**src/rtl/mem_stage_ctrl.sv**
```systemverilog
// Memory-stage controller: issues loads/stores over a req/stall/done handshake,
// freezes the upstream pipe while an access is outstanding, and flags sticky errors.
module mem_stage_ctrl #(
  parameter int MAX_WAIT = 31
) (
  input  logic        clk,
  input  logic        rst,
  input  logic        valid_in,
  input  logic        mem_read_in,
  input  logic        mem_write_in,
  input  logic [15:0] addr_in,
  input  logic [15:0] wdata_in,
  output logic        dmem_req,
  output logic        dmem_wr,
  output logic [15:0] dmem_addr,
  output logic [15:0] dmem_wdata,
  input  logic        dmem_stall,
  input  logic        dmem_done,
  input  logic [15:0] dmem_rdata,
  output logic        stall_out,
  output logic        wb_en,
  output logic [15:0] read_data_out,
  output logic        err_out
);

  localparam logic [7:0] LP_MAX_WAIT = 8'(MAX_WAIT);

  typedef enum logic [1:0] {S_IDLE, S_REQ, S_WAIT, S_ERR} state_t;

  state_t      r_state, w_state_next;
  logic [7:0]  r_cnt, w_cnt_next;
  logic [15:0] r_addr, r_wdata, r_rdata_q;
  logic        r_wr;
  logic        w_access, w_illegal, w_latch, w_capture;

  assign w_access  = valid_in & (mem_read_in | mem_write_in);
  assign w_illegal = (mem_read_in & mem_write_in) | addr_in[0];

  always_ff @(posedge clk or posedge rst) begin
    if (rst) begin
      r_state   <= S_IDLE;
      r_cnt     <= 8'd0;
      r_addr    <= 16'd0;
      r_wdata   <= 16'd0;
      r_wr      <= 1'b0;
      r_rdata_q <= 16'd0;
    end else begin
      r_state <= w_state_next;
      r_cnt   <= w_cnt_next;
      if (w_latch) begin
        r_addr  <= addr_in;
        r_wdata <= wdata_in;
        r_wr    <= mem_write_in;
      end
      if (w_capture) r_rdata_q <= dmem_rdata;
    end
  end

  always_comb begin
    w_state_next  = r_state;
    w_cnt_next    = r_cnt;
    w_latch       = 1'b0;
    w_capture     = 1'b0;
    dmem_req      = 1'b0;
    dmem_wr       = r_wr;
    dmem_addr     = r_addr;
    dmem_wdata    = r_wdata;
    stall_out     = 1'b0;
    wb_en         = 1'b0;
    read_data_out = r_rdata_q;
    err_out       = 1'b0;

    case (r_state)
      S_IDLE: begin
        if (!w_access) begin
          wb_en = 1'b1;
        end else if (w_illegal) begin
          stall_out    = 1'b1;
          w_state_next = S_ERR;
        end else begin
          dmem_req     = 1'b1;
          dmem_wr      = mem_write_in;
          dmem_addr    = addr_in;
          dmem_wdata   = wdata_in;
          stall_out    = 1'b1;
          w_latch      = 1'b1;
          w_cnt_next   = 8'd1;
          w_state_next = dmem_stall ? S_REQ : S_WAIT;
        end
      end
      S_REQ: begin
        dmem_req  = 1'b1;
        stall_out = 1'b1;
        if (r_cnt == LP_MAX_WAIT) begin
          w_state_next = S_ERR;
        end else begin
          w_cnt_next = r_cnt + 8'd1;
          if (!dmem_stall) w_state_next = S_WAIT;
        end
      end
      S_WAIT: begin
        stall_out = 1'b1;
        // A completion in the same cycle the count expires still wins.
        if (dmem_done) begin
          stall_out    = 1'b0;
          wb_en        = 1'b1;
          w_cnt_next   = 8'd0;
          w_state_next = S_IDLE;
          if (!r_wr) begin
            read_data_out = dmem_rdata;
            w_capture     = 1'b1;
          end
        end else if (r_cnt == LP_MAX_WAIT) begin
          w_state_next = S_ERR;
        end else begin
          w_cnt_next = r_cnt + 8'd1;
        end
      end
      S_ERR: begin
        err_out   = 1'b1;
        stall_out = 1'b1;
      end
      default: w_state_next = S_IDLE;
    endcase

    // Outputs are forced low while reset is held, including the combinational IDLE paths.
    if (rst) begin
      dmem_req      = 1'b0;
      dmem_wr       = 1'b0;
      dmem_addr     = 16'd0;
      dmem_wdata    = 16'd0;
      stall_out     = 1'b0;
      wb_en         = 1'b0;
      read_data_out = 16'd0;
      err_out       = 1'b0;
      w_latch       = 1'b0;
      w_capture     = 1'b0;
    end
  end

endmodule
```
**config.mk**
```make
export PLATFORM = sky130hd
export DESIGN_NAME = mem_stage_ctrl
export DESIGN_NICKNAME = d
export VERILOG_FILES = /design/src/rtl/mem_stage_ctrl.sv
export SDC_FILE = /design/constraint.sdc
export NUM_CORES = 1
export LEC_CHECK = 0
export CORE_ASPECT_RATIO = 2
export CORE_UTILIZATION = 50
export CTS_CLUSTER_SIZE = 25
export DETAILED_ROUTE_END_ITERATION = 10
export GPL_ROUTABILITY_DRIVEN = 0
export HOLD_SLACK_MARGIN = 0.03
export PLACE_DENSITY = 0.94
export RECOVER_POWER = 25
export SKIP_LAST_GASP = 1
export SYNTH_ARGS = -nofsm -noshare
export SYNTH_HDL_FRONTEND = slang
export SYNTH_SLANG_ARGS = --single-unit
```
**constraint.sdc**
```tcl
create_clock -name clk -period 6.25 [get_ports clk]
set_clock_uncertainty 0.2 [all_clocks]
set_input_delay 0.9375 -clock clk [delete_from_list [all_inputs] [get_ports clk]]
set_output_delay 0.9375 -clock clk [all_outputs]
set_load 0.02 [all_outputs]
```
Word-level counts from Yosys, hierarchy flattened
Index checks and enable logic that the tools add are counted.

storage, ports and cells
  output and inout port bits = 53
  input port bits = 55
  register bits = 59

operators by class
  add/subtract/negate cells = 1
  reductions and logical operators = 5
  bitwise operators = 4
  equality and inequality tests = 8
  muxes and demuxes = 49

operator list
  operator             count
  $mux 16              12
  $mux 8               4
  $pmux 8 s3           1
  $mux 1               21
  $mux 2               7
  $add 8x1->8 const B  1
  $eq 8x5->1 const B   1
  $ne 3x3->1 const B   2
  $pmux 2 s3           1
  $eq 2x2->1 const B   2
  $ne 2x2->1 const B   2
  $pmux 1 s2           2
  $reduce_and 4->1     1
  $pmux 1 s3           1
  $reduce_and 3->1     1
  $reduce_bool 3->1    1
  $and 1x1->1          2
  $eq 2x1->1 const B   1
  $logic_not 2->1      1
  $or 1x1->1           2
  $reduce_or 2->1      1

Depth between registers and ports, before layout
  word-level depth = 6
  mapped depth = 7
  gate-level depth less buffers = 6

Worst setup path before layout
Ideal clock, no wire load.

  path type = input -> output
  from = in rst
  to = out dmem_addr[0]
  buffers on the path = 1
  setup slack = 2.290 ns
  arrival = 2.823 ns
  stages on the path = 3
  cell sequence = clkbuf_1 inv_1 and3_1

on the way
  cells in the longest elaborated chain, start to end = 1

ends and longest elaborated chain
  element             RTL line  text
  start: declaration  7         input logic rst,
  $mux 16             127       if (rst) begin
  end: declaration    15        output logic [15:0] dmem_addr,

No other way between the ends.

Worst setup path after layout
  from = in rst
  to = out read_data_out[1]

on the way
  cells in the longest elaborated chain, start to end = 1

ends and longest elaborated chain
  element           RTL line  text
  $mux 16           127
  end: declaration  22        output logic [15:0] read_data_out,

No other way between the ends.

==> results by group <==
Timing
  – Final hold vios: 0
  – # setup viols final: 0
  – Max Slew Vio Count: 101
  – Slew @ Worst Pin: 3100 ps
  – Crit path time final: 5140 ps
  – Slew headroom: -1.06
  – RSZ-0062 raised after global routing: no
  – Max Clk Rate: 195 MHz
  – Hold_ws: between 200 and 300 ps
  – Setup_tns: 0 ps
  – Final period util: 0.822

Worst setup path
  – Critical path type: in -> out
  – R2r endpoint: r_wdata[1]
  – Crit-path max cell delay: 1420 ps
  – Family with the most delay on the worst path: buffers and inverters
  – Crit path launch: rst
  – Reg2reg setup slack: 3520 ps
  – CP Launch Type: input pin
  – Worst r2r src: r_state[0]
  – R2R cell count: 5
  – WP data required: 5110 ps
  – Crit path max fanout: 40
  – Setup crit end: read_data_out[1]
  – Instance count on the critical path: 4
  – CP max stage cell: clkbuf_1
  – CP Capture Type: output port
  – Worst path cell trace: clkbuf_1, nor2_1, a22o_1, clkdlybuf4s50_1
  – Buf/Inv on CP: 2
  – CP arrival: 4000 ps

Layout
  – Fillers: around 450
  – Most common cell after layout, fill and taps aside: clkdlybuf4s50_1
  – Design Area, Final: 4610 sq um
  – Multi-input gate area in the final layout: 1630 sq um
  – Register area: 1480 sq um
  – Ant diodes: 0
  – Layout Nets: 479
  – Share of layout cells above drive strength 1: 0.0993
  – Commonest cells after routing, fill and taps aside: clkdlybuf4s50_1, nand2_1, dfrtp_1
  – Area delta synth->final: 43.2%

Yosys
  – Avg Inst Size Synth: between 10 and 15 sq um
  – Top FF cell, synth: dfrtp_1
  – Number of flops mapped to enable cells by yosys: 0
  – Synth cell types: 35
  – Register area share after synthesis: 0.459
  – Ys Warns: 0
  – Share of the synthesized area in the top cell type: 0.459
  – Syn Nets: 377
  – Post-synth top area cell: dfrtp_1
  – Post-Syn Area: ~3200 sq um
  – Async S/R FF share, synth: 1.00
  – Synth area leaders: dfrtp_1, mux2_1, nand2_1, mux2_2, a21oi_1
  – FF+latch count, synth: between 50 and 60
  – Gate Count Post-Synth: 316

Clocking
  – H-Tree Depth: 3
  – Root Driver: clkbuf_16
  – Num CTS Buffers: 9
  – Post-CTS sizing: 0
  – Cts hold-fix bufs: 0
  – Setup bufs post-CTS: 0
  – Clock Path Buffers: 2
  – Worst-Skew Late Latency: about 320 ps
  – Reg clk slew, reported paths: 50 ps
  – CTS tree: done
  – TritonCTS Sinks: 59

Floorplanning
  – Die height: 115 microns
  – Core area: around 6300 sq um
  – Die ar.: 6780 sq um
  – # IOs: ~110
  – Starting Density: 0.514
  – Die width: 58.7 microns
  – Site Rows: 41

Run status
  – Status: finished with violations
  – Failing checks: design-rule violations, max-capacitance violations, max-slew violations

Placed design
  – Port bufs: 107
  – Detailed Place HPWL: roughly 5.9 mm
  – Placed inst area: 4320 sq um

Power and ir drop
  – PwrDens: approximately 430 nW/um^2
  – Maximum VDD drop: 0.267 mV
  – Tot Pwr: 0.00196 W
  – P_leak: a little under 2 nW

Job
  – Max Cap Viol: 2

Detailed routing
  – Vias per inst: 5.64
  – Via count: 2,869
  – DR WL/cell: 16.3 microns
  – First-pass DRT Iterations: 11
  – WL final: 8.28 mm
  – Post-route ant nets: 0
  – DRC: 2
  – DRT iter0 DRCs: 82

Hold path
  – Type of the tightest min-delay check: reg -> reg
  – WHS Path Cells: 1

Global routing
  – Largest net degree at the start of global routing: 60
  – Overall routing resource usage: 0.255
  – Initial antenna violation count: 0
  – Grt ovf: 0
  – Vias in the first global route: 2,804
  – First-pass GRT wire length: about 13 mm
## registers in the layout (all words and copies together), names as in the netlist
| register | count |
|---|---|
| r_cnt | 8 |
| r_wdata | 16 |
| r_addr | 16 |
| r_rdata_q | 16 |
| r_wr | 1 |
| r_state | 2 |
## worst reg2reg max path, delay by kind of cell, from the launching register on
kind                     cells  cell delay [ps]
multiplexers                 1              410
AND/OR/NAND/NOR              2             1170
adder cells (fa/ha/maj)      1              300
buffers and inverters        1              130
flip-flops                   1              390
## stage by stage
step | util | cells | worst slack (ps)
floorplan | - | 316 | 2290
global placement | 0.690 | 493 | 1490
detailed placement | 0.690 | 493 | 1390
CTS | 0.737 | 509 | 1390
global route | 0.736 | 509 | 898
finish | 0.736 | 509 | 1110
## synth_stat cells (all sizes together), types with 4 or more instances
| cell type | count |
|---|---|
| nor2 | 9 |
| dfrtp | 59 |
| o21ai | 8 |
| clkbuf | 9 |
| inv | 4 |
| a22o | 19 |
| buf | 10 |
| mux2 | 49 |
| a21oi | 42 |
| nor2b | 7 |
| ha | 6 |
| nand2 | 68 |
## routing by layer
metal / part of all wire / wire length (microns) / up-vias / track usage
li1: - / - / 1331 / -
met1: 0.36 / 3010 / 1409 / 0.277
met2: 0.57 / 4690 / 111 / 0.461
met3: 0.046 / 379 / 18 / 0.0502
met4: 0.024 / 198 / 0 / 0.116
met5: 0 / 0 / - / 0
## worst min-delay path by stage
stage | start | endpoint | slack, ps
after detailed placement | r_wdata[6] | r_wdata[6] | 270
after floorplan | r_addr[0] | r_addr[0] | 260
after CTS | r_wdata[6] | r_wdata[6] | 290
after global routing | r_wdata[5] | r_wdata[5] | 300
after global placement | r_wdata[15] | r_wdata[15] | 270
final | r_wdata[6] | r_wdata[6] | 290
## layout make-up
class	count	share of cell area
repair buffers	110	0.235
clock inverters	5	0.0114
clock buffers	11	0.0527
inverters	4	0.00326
well taps	86	0.0234
multi-input cells	234	0.354
flip-flops and latches	59	0.320
## power by group
part,total [W],leakage [nW],internal (W),switching (W)
combinational,0.000853,1.09,0.000429,0.000424
sequential,0.000629,0.747,0.000539,0.0000900
clock,0.000482,0.145,0.000317,0.000165
total,0.00196,1.98,0.00128,0.000679
## kinds of logic (layout without fill, tap and decap cells)
family | Yosys count | count (layout) | share of synthesized area
adders and majority gates | 6 | 6 | 0.0233
muxes | 50 | 50 | 0.175
DFF | 59 | 59 | 0.459
buffers and inverters | 23 | 130 | 0.0365
xor gates and xnor gates | 1 | 1 | 0.00506
and+or+nand+nor | 97 | 97 | 0.143
AOI/OAI and AO/OA | 80 | 80 | 0.159
No activity file was read; power rests on OpenSTA's default activity.
